<file path="config.mk">
export PLATFORM = sky130hd
export DESIGN_NAME = keypad_scanner
export DESIGN_NICKNAME = d
export VERILOG_FILES = /design/src/rtl/keypad_pkg.sv /design/src/rtl/keypad_scanner_col_sync.sv /design/src/rtl/keypad_scanner.sv
export SDC_FILE = /design/constraint.sdc
export NUM_CORES = 1
export LEC_CHECK = 0
export ABC_CLOCK_PERIOD_IN_PS = 2170
export CAP_MARGIN = 20
export CELL_PAD_IN_SITES_DETAIL_PLACEMENT = 0
export CELL_PAD_IN_SITES_GLOBAL_PLACEMENT = 1
export CORE_MARGIN = 2
export CORE_UTILIZATION = 41
export DETAILED_ROUTE_END_ITERATION = 8
export PLACE_DENSITY_LB_ADDON = 0.1
export SYNTH_ARGS = -nofsm -noshare
export SYNTH_HDL_FRONTEND = slang
export SYNTH_HIERARCHICAL = 1
export SYNTH_SLANG_ARGS = --single-unit
</file>
<file path="constraint.sdc">
create_clock -name clk -period 2.17 [get_ports clk]
set_clock_uncertainty 0.1 [all_clocks]
set_input_delay 0.217 -clock clk [delete_from_list [all_inputs] [get_ports clk]]
set_output_delay 0.217 -clock clk [all_outputs]
set_load 0.005 [all_outputs]
</file>
<file path="src/rtl/keypad_pkg.sv">
// -----------------------------------------------------------------------------
// keypad_pkg
// Shared types and constants for the 4x4 keypad scanner.
//   state_e       : scanner FSM states
//   key_code_t    : accepted key coordinate {row[1:0], col[1:0]}
//   KEY_ZERO_CODE : coordinate of the '0' key, used as the reset key code
//   highest_col() : priority pick of the highest set column bit
// -----------------------------------------------------------------------------
package keypad_pkg;

  typedef enum logic [1:0] {
    SCAN     = 2'd0,
    DEBOUNCE = 2'd1,
    PRESSED  = 2'd2,
    RELEASE  = 2'd3
  } state_e;

  typedef logic [3:0] key_code_t;

  localparam key_code_t KEY_ZERO_CODE = 4'd13;

  // When several columns read high in one row, the highest column wins.
  function automatic logic [1:0] highest_col(input logic [3:0] c);
    if (c[3])      return 2'd3;
    else if (c[2]) return 2'd2;
    else if (c[1]) return 2'd1;
    else           return 2'd0;
  endfunction

endpackage

</file>
<file path="src/rtl/keypad_scanner_col_sync.sv">
// -----------------------------------------------------------------------------
// col_sync
// Two-flop synchronizer for the asynchronous keypad column sense lines.
// Ports:
//   clk    : clock
//   rst_n  : asynchronous active-low reset (both stages clear to 0)
//   col_i  : raw column inputs
//   col_o  : synchronized columns, two cycles of latency
// -----------------------------------------------------------------------------
module col_sync #(
  parameter int WIDTH = 4
) (
  input  logic             clk,
  input  logic             rst_n,
  input  logic [WIDTH-1:0] col_i,
  output logic [WIDTH-1:0] col_o
);

  logic [WIDTH-1:0] meta_q;
  logic [WIDTH-1:0] sync_q;

  // NOTE: clocked state uses non-blocking assignments so both stages sample
  // the pre-edge values; blocking here would collapse the chain to one flop.
  always_ff @(posedge clk or negedge rst_n) begin
    if (!rst_n) begin
      meta_q <= '0;
      sync_q <= '0;
    end else begin
      meta_q <= col_i;
      sync_q <= meta_q;
    end
  end

  assign col_o = sync_q;

endmodule

</file>
<file path="src/rtl/keypad_scanner.sv">
// -----------------------------------------------------------------------------
// keypad_scanner
// Scans a 4x4 keypad one row at a time, debounces press and release, and
// hands accepted keys to a consumer through a valid/ready handshake.
// Parameters:
//   SCAN_DIV        : clock cycles each row is driven before advancing
//   DEBOUNCE_CYCLES : consecutive stable cycles to accept a press or release
// Ports:
//   clk       : clock
//   reset     : asynchronous active-low reset
//   col       : raw column sense, active-high
//   row       : one-hot row drive, active-high
//   row_idx   : binary index of the driven row
//   key_code  : accepted key {row, col}
//   key_valid : key_code holds an unconsumed key
//   key_ready : consumer takes key_code this cycle
//   held      : a debounced key is currently down
//   overrun   : (only with KEYPAD_SCANNER_OVERRUN_EN) sticky flag, set when a
//               new key is dropped because the previous one was not consumed
// Configuration macro: KEYPAD_SCANNER_OVERRUN_EN
// -----------------------------------------------------------------------------
module keypad_scanner
  import keypad_pkg::*;
#(
  parameter int SCAN_DIV        = 1000,
  parameter int DEBOUNCE_CYCLES = 20000
) (
  input  logic      clk,
  input  logic      reset,
  input  logic [3:0] col,
  output logic [3:0] row,
  output logic [1:0] row_idx,
  output key_code_t key_code,
  output logic      key_valid,
  input  logic      key_ready,
  output logic      held
`ifdef KEYPAD_SCANNER_OVERRUN_EN
  ,
  output logic      overrun
`endif
);

  localparam int DIV_W = (SCAN_DIV > 1) ? $clog2(SCAN_DIV) : 1;
  localparam int DB_W  = (DEBOUNCE_CYCLES > 1) ? $clog2(DEBOUNCE_CYCLES) : 1;
  localparam logic [DIV_W-1:0] DIV_LAST = DIV_W'(SCAN_DIV - 1);
  localparam logic [DB_W-1:0]  DB_LAST  = DB_W'(DEBOUNCE_CYCLES - 1);

  state_e           state_q;
  logic [3:0]       row_q;
  logic [1:0]       row_idx_q;
  logic [1:0]       col_idx_q;
  logic [DIV_W-1:0] div_q;
  logic [DB_W-1:0]  db_q;
  key_code_t        key_code_q;
  logic             key_valid_q;
  logic             held_q;
  logic [3:0]       col_s;

  col_sync #(.WIDTH(4)) u_col_sync (
    .clk   (clk),
    .rst_n (reset),
    .col_i (col),
    .col_o (col_s)
  );

  logic col_hit;
  logic dwell_last;
  logic key_evt;
  logic key_load;

  assign col_hit    = col_s[col_idx_q];
  assign dwell_last = (div_q == DIV_LAST);
  // A key is accepted on the last of DEBOUNCE_CYCLES consecutive highs.
  assign key_evt    = (state_q == DEBOUNCE) && col_hit && (db_q == DB_LAST);
  // An unconsumed key blocks a new one unless it is being taken this cycle.
  assign key_load   = key_evt && (!key_valid_q || key_ready);

  // NOTE: every register, including the key code, sits on the asynchronous
  // reset so a reset mid-debounce or mid-press leaves no half-built key.
  always_ff @(posedge clk or negedge reset) begin
    if (!reset) begin
      state_q     <= SCAN;
      row_q       <= 4'b0001;
      row_idx_q   <= 2'd0;
      col_idx_q   <= 2'd0;
      div_q       <= '0;
      db_q        <= '0;
      key_code_q  <= KEY_ZERO_CODE;
      key_valid_q <= 1'b0;
      held_q      <= 1'b0;
    end else begin
      unique case (state_q)
        SCAN: begin
          if (dwell_last) begin
            if (|col_s) begin
              // Freeze the row and watch only the winning column.
              col_idx_q <= highest_col(col_s);
              db_q      <= '0;
              state_q   <= DEBOUNCE;
            end else begin
              row_q     <= {row_q[2:0], row_q[3]};
              row_idx_q <= row_idx_q + 2'd1;
              div_q     <= '0;
            end
          end else begin
            div_q <= div_q + DIV_W'(1);
          end
        end

        DEBOUNCE: begin
          if (col_hit) begin
            if (db_q == DB_LAST) begin
              db_q    <= '0;
              held_q  <= 1'b1;
              state_q <= PRESSED;
            end else begin
              db_q <= db_q + DB_W'(1);
            end
          end else begin
            // Bounce: give up on this key and move on to the next row.
            db_q      <= '0;
            state_q   <= SCAN;
            row_q     <= {row_q[2:0], row_q[3]};
            row_idx_q <= row_idx_q + 2'd1;
            div_q     <= '0;
          end
        end

        PRESSED: begin
          if (!col_hit) begin
            db_q    <= '0;
            state_q <= RELEASE;
          end
        end

        RELEASE: begin
          if (col_hit) begin
            // Release bounce: the key is still down, no new key event.
            db_q    <= '0;
            state_q <= PRESSED;
          end else if (db_q == DB_LAST) begin
            db_q      <= '0;
            held_q    <= 1'b0;
            state_q   <= SCAN;
            row_q     <= {row_q[2:0], row_q[3]};
            row_idx_q <= row_idx_q + 2'd1;
            div_q     <= '0;
          end else begin
            db_q <= db_q + DB_W'(1);
          end
        end

        default: state_q <= SCAN;
      endcase

      if (key_load) begin
        key_code_q  <= {row_idx_q, col_idx_q};
        key_valid_q <= 1'b1;
      end else if (key_valid_q && key_ready) begin
        key_valid_q <= 1'b0;
      end
    end
  end

`ifdef KEYPAD_SCANNER_OVERRUN_EN
  logic overrun_q;

  always_ff @(posedge clk or negedge reset) begin
    if (!reset) begin
      overrun_q <= 1'b0;
    end else if (key_evt && !key_load) begin
      overrun_q <= 1'b1;
    end
  end

  assign overrun = overrun_q;
`endif

  assign row       = row_q;
  assign row_idx   = row_idx_q;
  assign key_code  = key_code_q;
  assign key_valid = key_valid_q;
  assign held      = held_q;

endmodule

</file>
# Word level (Yosys, flattened, before mapping)
# Index checks and enable logic that the tools add are counted.
[word_totals] n_memories=0 mem_bits_ro=0 latchBits=0 elab_cells=94 in_bits=7 output_inout_bits=12 ff_bits=49 ramBits=0
[classes] magnitude_cmp=1 n_mul=0 eq_ne=17 add_sub_neg=3 n_reduce_logical=17 mux=45 shift=0 n_div=0 n_bitwise=0
[op_table] op="$mux 15" n=6
[op_table] op="$pmux 15 s4" n=1
[op_table] op="$mux 10" n=5
[op_table] op="$pmux 10 s3" n=1
[op_table] op="$mux 2" n=14
[op_table] op="$mux 4" n=5
[op_table] op="$ne 2x2->1 const B" n=8
[op_table] op="$add 15x1->15 const B" n=1
[op_table] op="$eq 15x15->1 const B" n=1
[op_table] op="$reduce_and 5->1" n=3
[op_table] op="$pmux 4 s3" n=1
[op_table] op="$add 10x1->10 const B" n=1
[op_table] op="$eq 10x10->1 const B" n=1
[op_table] op="$mux 1" n=8
[op_table] op="$pmux 2 s4" n=1
[op_table] op="$ne 3x3->1 const B" n=2
[op_table] op="$pmux 2 s3" n=1
[op_table] op="$reduce_and 3->1" n=2
[op_table] op="$reduce_and 6->1" n=1
[op_table] op="$eq 2x2->1 const B" n=2
[op_table] op="$logic_and 1x1->1" n=4
[op_table] op="$reduce_bool 2->1" n=2
[op_table] op="$reduce_or 4->1" n=1
[op_table] op="$lt 2x3->1 const B" n=1
[op_table] op="other kinds (10)" n=10

# Longest topological paths before layout
# Gate-level depths: netlist of run 1.
[logic_depth] ltp_word=6 depth_mapped=7 mapped_depth_nobuf=6

# Modules after synthesis
# The synthesis of run 1 kept the hierarchy.
[by_module_without_submodules] module="keypad_scanner" area_per_inst_um2=2326.0 cells_per_inst=243 n_inst=1 seq_area_each_um2=1031.0
[by_module_without_submodules] module="col_sync" area_per_inst_um2=200.2 cells_per_inst=8 n_inst=1 seq_area_each_um2=200.2

# Least setup slack after synthesis of run 1
# Ideal clock, no wire load.
[synth_path] kind="register -> register" start="register db_q[6]" end="register key_code_q[1], in the netlist key_code[1]" stages_incl_launch_ff=6 t_required_ns=1.945 setup_slack_ns=0.160 arrival_ns=1.785 period_less_slack_ns=2.010 setup_ns=0.125 n_path_buf=0 cell_sequence="dfrtp_1 -> nor4b_1 -> and4_1 -> nand4_1 -> a21oi_2 -> mux2_2"
[synth_via] elab_chain_len=3
[synth_lines] element="from (decl)" line_no="keypad_scanner.sv:53" rtl="logic [DB_W-1:0] db_q;"
[synth_lines] element="from (signal assigned)" line_no="keypad_scanner.sv:117" rtl="db_q <= db_q + DB_W'(1);"
[synth_lines] element="from (signal assigned)" line_no="keypad_scanner.sv:149" rtl="db_q <= db_q + DB_W'(1);"
[synth_lines] element="$eq 15x15->1" line_no="keypad_scanner.sv:74" rtl="assign key_evt = (state_q == DEBOUNCE) && col_hit && (db_q == DB_LAST);"
[synth_lines] element="$logic_and 1x1->1" line_no="keypad_scanner.sv:74"
[synth_lines] element="$logic_and 1x1->1" line_no="keypad_scanner.sv:76" rtl="assign key_load = key_evt && (!key_valid_q || key_ready);"
[synth_lines] element="to (signal assigned)" line_no="keypad_scanner.sv:157" rtl="key_code_q <= {row_idx_q, col_idx_q};"
[synth_lines] element="to (decl)" line_no="keypad_scanner.sv:54" rtl="key_code_t key_code_q;"
# No other way between the ends.
# A chain may end at the register's enable or synchronous reset.

# Final worst setup path of run 1
[layout_path] start="register col_idx_q[1]" end="register db_q[10]"
[layout_via] elab_chain_len=4 word_cells_on_any_way=7 cone_classes="1 x eq/ne; 5 x mux; 1 x reduce/logical"
[layout_lines] element="from (decl)" line_no="keypad_scanner.sv:51" rtl="logic [1:0] col_idx_q;"
[layout_lines] element="from (signal assigned)" line_no="keypad_scanner.sv:97" rtl="col_idx_q <= highest_col(col_s);"
[layout_lines] element="$bmux 1 s2 *" line_no="keypad_scanner.sv:71" rtl="assign col_hit = col_s[col_idx_q];"
[layout_lines] element="$mux 1 (implied by the code) *" line_no="keypad_scanner.sv:71"
[layout_lines] element="$mux 15, or another cell as far along" line_no="keypad_scanner.sv:137" rtl="if (col_hit) begin"
[layout_lines] element="$pmux 15 s4 or $reduce_and 3->1 (tied branches)"
# Every way passes the cells marked *; elsewhere a longest branch is shown, timed or not. The select of a mux whose other input is x is not followed.

==> impl_metrics.toml, run 1 <==
[place]
gp_routability_congestion = 0.7657
portBuffers = 18
dp_cells = 365
dp_hpwl_um = 4135
pre_cts_ws_ns = -0.006786

[final_layout]
final_cells = 376
synthToLayoutAreaGrowth_pct = 25.71
diodes = 0
multiInputGateArea_sq_um = 1254
drive_gt1_frac = 0.2392
n_fill_cell = 554
seq_area_sq_um = 1232
fin_nets = 309

[drt]
wl_um = 5807
drt_iter0_drc = 77
vias_per_cell = 5.356
post_drt_wl_per_cell_um = 15.44
num_vias = 2014
dr.pass1.iters = 4
drc = 0
antenna_left = 0

[power]
switching_power_uw = 338.1
cellPowerDensity_nw_per_um2 = 509.9
combPwrFrac = 0.028
netSwitchingFraction = 0.2088
p_leak_uw = 0.001349
p_clk_frac = 0.400
p_total_uw = 1619
p_seq_frac = 0.572
max-vdd-ir-drop_v = 0.0002729
p_int_uw = 1281

[yosys]
yosysSeqAreaShare = 0.4874
synth_area_sq_um = 2526
synth_warnings = 6
synth_common_cells = "45 x dfrtp_1, 28 x nand2_1, 17 x nand3_1"
synth_most_common_cell = "dfrtp_1"
syn_area_per_cell_sq_um = 10.06
yosysUniqueCellTypes = 59
yosysTopAreaCellShare = 0.4458
synth_cells = 251
synth_ff_type = "dfrtp_1"
ys_seq_elements = 49
synth_fp_nets = 260
synth_edf_count = 0
ys_async_sr_fraction = 1.000
yosysTopAreaCell = "dfrtp_1"
synth_area_leaders = "dfrtp_1 45%, mux2_2 4.5%, dfstp_2 4.2%, nand2_1 4.2%, nand3_1 3.4%"

[cts]
cts.sinks = 49
ctsRootBufferMaster = "clkbuf_8"
cts_buffers = 5
htreeDepth = 2
cts_tree = "yes"
clk_pin_slew_worst_paths_ns = 0.09
clockBufferDepth = 2
clock_latency_ns = 0.30

[timing]
fmaxAchievable_ghz = 0.4786
min_period_ns = 2.089
final.setup.worst_slack_ns = 0.08075
maxSlewViolCount = 0
setup_viol = 0
post-route-period-util = 0.9628
slew_headroom = 0.5846
hold_viol = 0
worst_pin_slew_ns = 0.6231
hold_ws_ns = 0.2425

[setup_path]
slowest_stage = "dfrtp_2"
cp-startpoint = "col_idx_q[1]"
critical_path.top_delay_family = "multiplexers"
crit_arrival_ns = 2.20
crit_type = "reg2reg"
cp_data_required_time_ns = 2.28
max_stage_delay_ns = 0.46
crit_buf_inv = 0
critPathCaptureType = "register"
worstPathMaxFanout = 5
r2r_start = "col_idx_q[1]"
path_cells = "mux2i_4 -> mux2_4 -> and2_4 -> or3_4 -> o31ai_2"
startpoint_type = "register"

[die]
std_cell_rows = 28
initial_utilization = 0.4267
die_w_um = 82.50
core_area_sq_um = 5921
dieHeight_um = 82.50
io_pins = 19
die-area_sq_um = 6805

[global_routing]
grt_pass1_wl_um = 9494
antenna_found_initial = 0
grt_pass1_vias = 1931
overflow = 0
grt_usage = 0.1826
grt_max_degree = 50

[run_status]
status = "completed"

[min_path]
hold_class = "in2reg"
hp-start = "col[2]"

[run]
maxCapViolCount = 0
worst paths after layout:
path / end / slack, ns / cells after the start
setup / recovery: db_q[10] / 0.08 / 5
hold / removal: u_col_sync/meta_q[2] / 0.24 / 1
setup reg to reg: db_q[10] / 0.08 / 5
hold reg to reg: u_col_sync/col_o[1] / 0.26 / 0
max in group asynchronous: col_idx_q[1] / 1.08 / 3
min in group asynchronous: db_q[14] / 0.44 / 3
per-layer routing:
metal,vias to the layer above,GRT usage,part of all wire
met3,5,0.03696,0.022
met2,17,0.2710,0.44
met5,-,0,0
met1,971,0.2707,0.52
met4,0,0.04918,0.012
li1,1021,-,-
cell type report:
class,count,area share
multi-input combinational,183,0.3948
clock inverter,2,0.01103
inverter,10,0.01182
clock buffer,6,0.02285
tap,75,0.02955
timing repair buffer,51,0.1418
sequential,49,0.3881
sequential cells by signal (all words and copies together) (netlist names), named ones only:
name,cells
row,4
row_idx,2
key_code,4
col_idx_q,2
key_valid,1
held,1
db_q,15
div_q,10
u_col_sync/meta_q,4
u_col_sync/col_o,4
state_q,1
cell usage in the layout, fill, tap and decap left out, types with 2 or more instances in the layout:
master	n
o31ai_1	2
nand4bb_1	2
o21ai_1	5
clkbuf_8	5
mux2_2	10
nand3_1	17
nand3b_1	2
and3_1	4
dfstp_2	4
nor4_1	2
or4_1	2
a211oi_1	2
mux2i_2	2
nor2_1	16
dfrtp_1	44
buf_12	2
clkdlybuf4s50_1	17
nand2_1	27
a22o_1	4
xor2_1	2
a21oi_1	15
nand4_1	3
a21boi_0	2
a21o_1	4
inv_1	10
buf_4	30
nor3_1	6
mux2i_1	5
o21ai_0	15
logic make-up after synthesis:
kind of cell / Yosys count / share of synthesized area
adders and majority gates: 2 / 0.009904
muxes: 20 / 0.09262
buffers and inverters: 19 / 0.03467
and+or+nand+nor: 97 / 0.2036
AOI/OAI and AO/OA: 62 / 0.1649
xor gates and xnor gates: 2 / 0.006935
DFF: 49 / 0.4874
power by group through the flow:
stage,sequential (uW),clock (uW),combinational [uW]
floorplan,942,0,9.07
global placement,942,0,43.0
detailed placement,943,0,43.3
CTS,926,667,45.4
global route,928,703,51.3
finish,926,648,44.8
timing repair:
item | in CTS | in global routing
endpoints found under the hold margin | 45 | 0
resized for setup | 4 | 8
pin swaps | 0 | 1
setup endpoints to repair | 2 | 14
hold buffers | 1 | 0
setup buffers | 0 | 2
stage by stage:
stage	cell area [sq um]	utilization	setup TNS [ns]
CTS	3133	0.5292	0
floorplan	2526	-	0
detailed placement	2995	0.5059	-0.006786
finish	3176	0.5363	0
global placement	2995	0.5059	0
global route	3176	0.5363	-0.002707
(Power assumes the default switching activity.)
==> inputs of run 2 (changes only) <==
SYNTH_HIERARCHICAL = unset   (was 1)
==> run 2 against run 1 <==
Synthesized area decreased by 6.8%. Highest routed layer unchanged. Clock power decreased by 17%. Sequential power about the same. Combinational power increased by 4%. Flip-flop and latch count unchanged. First-iteration DRC count increased by 43%. Critical endpoint is now div_q[8]. Count of clock-buffer cells in the layout unchanged. Global-route usage decreased by 1.1 points. Critical path depth unchanged. Worst setup slack got worse by 0.0099 ns.
==> impl_metrics.toml, run 2 <==
[drt]
num_vias = 1869
dr.pass1.iters = 4
drc = 0
wl_um = 5011
vias_per_cell = 5.449
post_drt_wl_per_cell_um = 14.61
drt_iter0_drc = 110
antenna_left = 0

[global_routing]
grt_max_degree = 37
grt_usage = 0.1716
antenna_found_initial = 0
overflow = 0
grt_pass1_wl_um = 8514
grt_pass1_vias = 1810

[yosys]
synth_common_cells = "45 x dfrtp_1, 24 x nand2_1, 16 x a21oi_1"
synth_area_leaders = "dfrtp_1 48%, dfstp_2 4.5%, mux2_2 4.3%, nand2_1 3.8%, a21oi_1 3.4%"
synth_edf_count = 0
synth_area_sq_um = 2355
yosysTopAreaCellShare = 0.4782
synth_warnings = 0
syn_area_per_cell_sq_um = 10.75
synth_ff_type = "dfrtp_1"
ys_async_sr_fraction = 1.000
yosysSeqAreaShare = 0.5228
synth_most_common_cell = "dfrtp_1"
synth_fp_nets = 228
synth_cells = 219
yosysTopAreaCell = "dfrtp_1"
ys_seq_elements = 49
yosysUniqueCellTypes = 49

[setup_path]
critPathCaptureType = "register"
reg2reg_slack_ns = 0.07
reg2regPathDepth = 5
startpoint_type = "register"
rr_endpoint = "div_q[8]"
r2r_start = "col_idx_q[0]"
crit_type = "reg2reg"
worstPathMaxFanout = 7
crit_arrival_ns = 2.24
cp_data_required_time_ns = 2.31
cp-startpoint = "col_idx_q[0]"

[timing]
post-route-period-util = 0.9674
fmaxAchievable_ghz = 0.4764
worst_pin_slew_ns = 0.7684
tns_ns = 0
min_period_ns = 2.099
rsz0062_at_grt = "false"
maxSlewViolCount = 0
hold_viol = 0
slew_headroom = 0.4877
setup_viol = 0

[power]
p_leak_uw = 0.001351
max-vdd-ir-drop_v = 0.0003607
cellPowerDensity_nw_per_um2 = 499.4

[run_status]
status = "completed"

[final_layout]
drive_gt1_frac = 0.2731
utilization = 0.5449
top_register = "db_q"
top_regs = "db_q x15, div_q x10"
fin_nets = 279
largest_register_ffs = 15
synthToLayoutAreaGrowth_pct = 28.21
diodes = 0
final_common_cell = "dfrtp_1"
final_cell_mix = "45 x dfrtp_1, 33 x buf_4, 24 x nand2_1, 17 x clkdlybuf4s50_1, 13 x a21oi_1"
fin_area_sq_um = 3019

[min_path]
hold_class = "in2reg"
hold_end = "u_col_sync.meta_q[2]"
min_path_cells = 1
hp-start = "col[2]"

[run]
maxCapViolCount = 0

[place]
portBuffers = 18
postPlaceCellArea_sq_um = 2843
dp_hpwl_um = 3579
gp_routability_congestion = 0.8453

[cts]
clk_pin_slew_worst_paths_ns = 0.09
htreeDepth = 2
clock_latency_ns = 0.30
cts_tree = "yes"
ctsRootBufferMaster = "clkbuf_8"
clockBufferDepth = 2
cts.sinks = 49
cts_buffers = 5

[die]
die-area_sq_um = 6366
core_area_sq_um = 5540
initial_utilization = 0.4250
dieHeight_um = 79.79
io_pins = 19
die_w_um = 79.79
std_cell_rows = 27
## run 2: cell types whose count changed in the layout (fill, tap and decap cells not counted), sizes merged, moves of 4 or more
cell	before	now
inv	10	6
nand2	28	24
nand3	17	8
nor2	16	8
o21ai	20	4
## run 2: cells by family (layout without fill, tap and decap cells)
family / Yosys count / count (layout) / synth area share
and+or+nand+nor: 84 / 84 / 0.2003
AOI/OAI and AO/OA: 51 / 51 / 0.1541
DFF: 49 / 49 / 0.5228
buffers and inverters: 16 / 68 / 0.03082
muxes: 15 / 15 / 0.07386
adders and majority gates: 2 / 2 / 0.01063
xor gates and xnor gates: 2 / 2 / 0.007440
## run 2: routing by layer
layer | part of all wire | wire length [um] | global-route usage | up-vias
met2 | 0.49 | 2442 | 0.2714 | 22
met1 | 0.48 | 2426 | 0.2343 | 926
li1 | - | - | - | 917
met5 | 0 | 0 | 0 | -
met3 | 0.022 | 109 | 0.04186 | 4
met4 | 0.0066 | 33 | 0.05085 | 0
## run 2: per-stage QoR
stage / cells / power [uW] / worst slack, ns / hold slack [ns]
finish: 343 / 1508 / 0.07084 / 0.2514
floorplan: 219 / 947.0 / 0.02968 / -0.1786
CTS: 342 / 1533 / 0.003149 / 0.2390
global route: 343 / 1578 / 0.001126 / 0.2395
global placement: 331 / 982.0 / 0.03930 / 0.2200
detailed placement: 331 / 984.2 / -0.05315 / 0.2347
## run 2: worst max-delay path by stage
stage                     to  slack (ns)  depth (start not counted)
floorplan             row[1]        0.03                          7
global placement    div_q[9]        0.04                          5
detailed placement  div_q[8]       -0.05                          5
CTS                 div_q[8]       0.003                          5
global route        db_q[13]       0.001                          7
finish              div_q[8]        0.07                          5
## run 2: cell type report
| cell class | instances | area (sq um) |
|---|---|---|
| Clock buffer | 6 | 72.57 |
| Clock inverter | 2 | 15.01 |
| Fill cell | 489 | 2521 |
| Inverter | 6 | 22.52 |
| Multi-Input combinational cell | 154 | 1115 |
| Sequential cell | 49 | 1231 |
| Tap cell | 72 | 90.09 |
| Timing Repair Buffer | 54 | 473.0 |
## run 2: worst max-delay path, cell delays in order, from the launching register on
cell	delay [ns]
dfrtp_1	0.38
mux4_2	0.52
and2_4	0.17
a21o_4	0.21
or4_4	0.51
a21oi_2	0.15
## run 2: timing repair
item,4_1_cts,5_1_grt
gates resized for setup,1,11
hold endpoints to repair,30,0
pin swaps,1,5
buffers inserted,2,1
hold buffers,1,0
endpoints found under the setup margin,4,16
## run 2: power breakdown
group / switching, uW / leakage (uW) / internal [uW] / total (uW)
combinational: 26.0 / 0.000676 / 20.5 / 46.5
clock: 310 / 0.0000374 / 228 / 538
sequential: 3.19 / 0.000637 / 920 / 923
total: 340 / 0.00135 / 1170 / 1510
==> inputs of run 3 (changes only) <==
CTS_CLUSTER_SIZE = 10   (was unset)
==> results of run 3 <==
No change in the layout: final DEF, timing and power equal those of run 2.
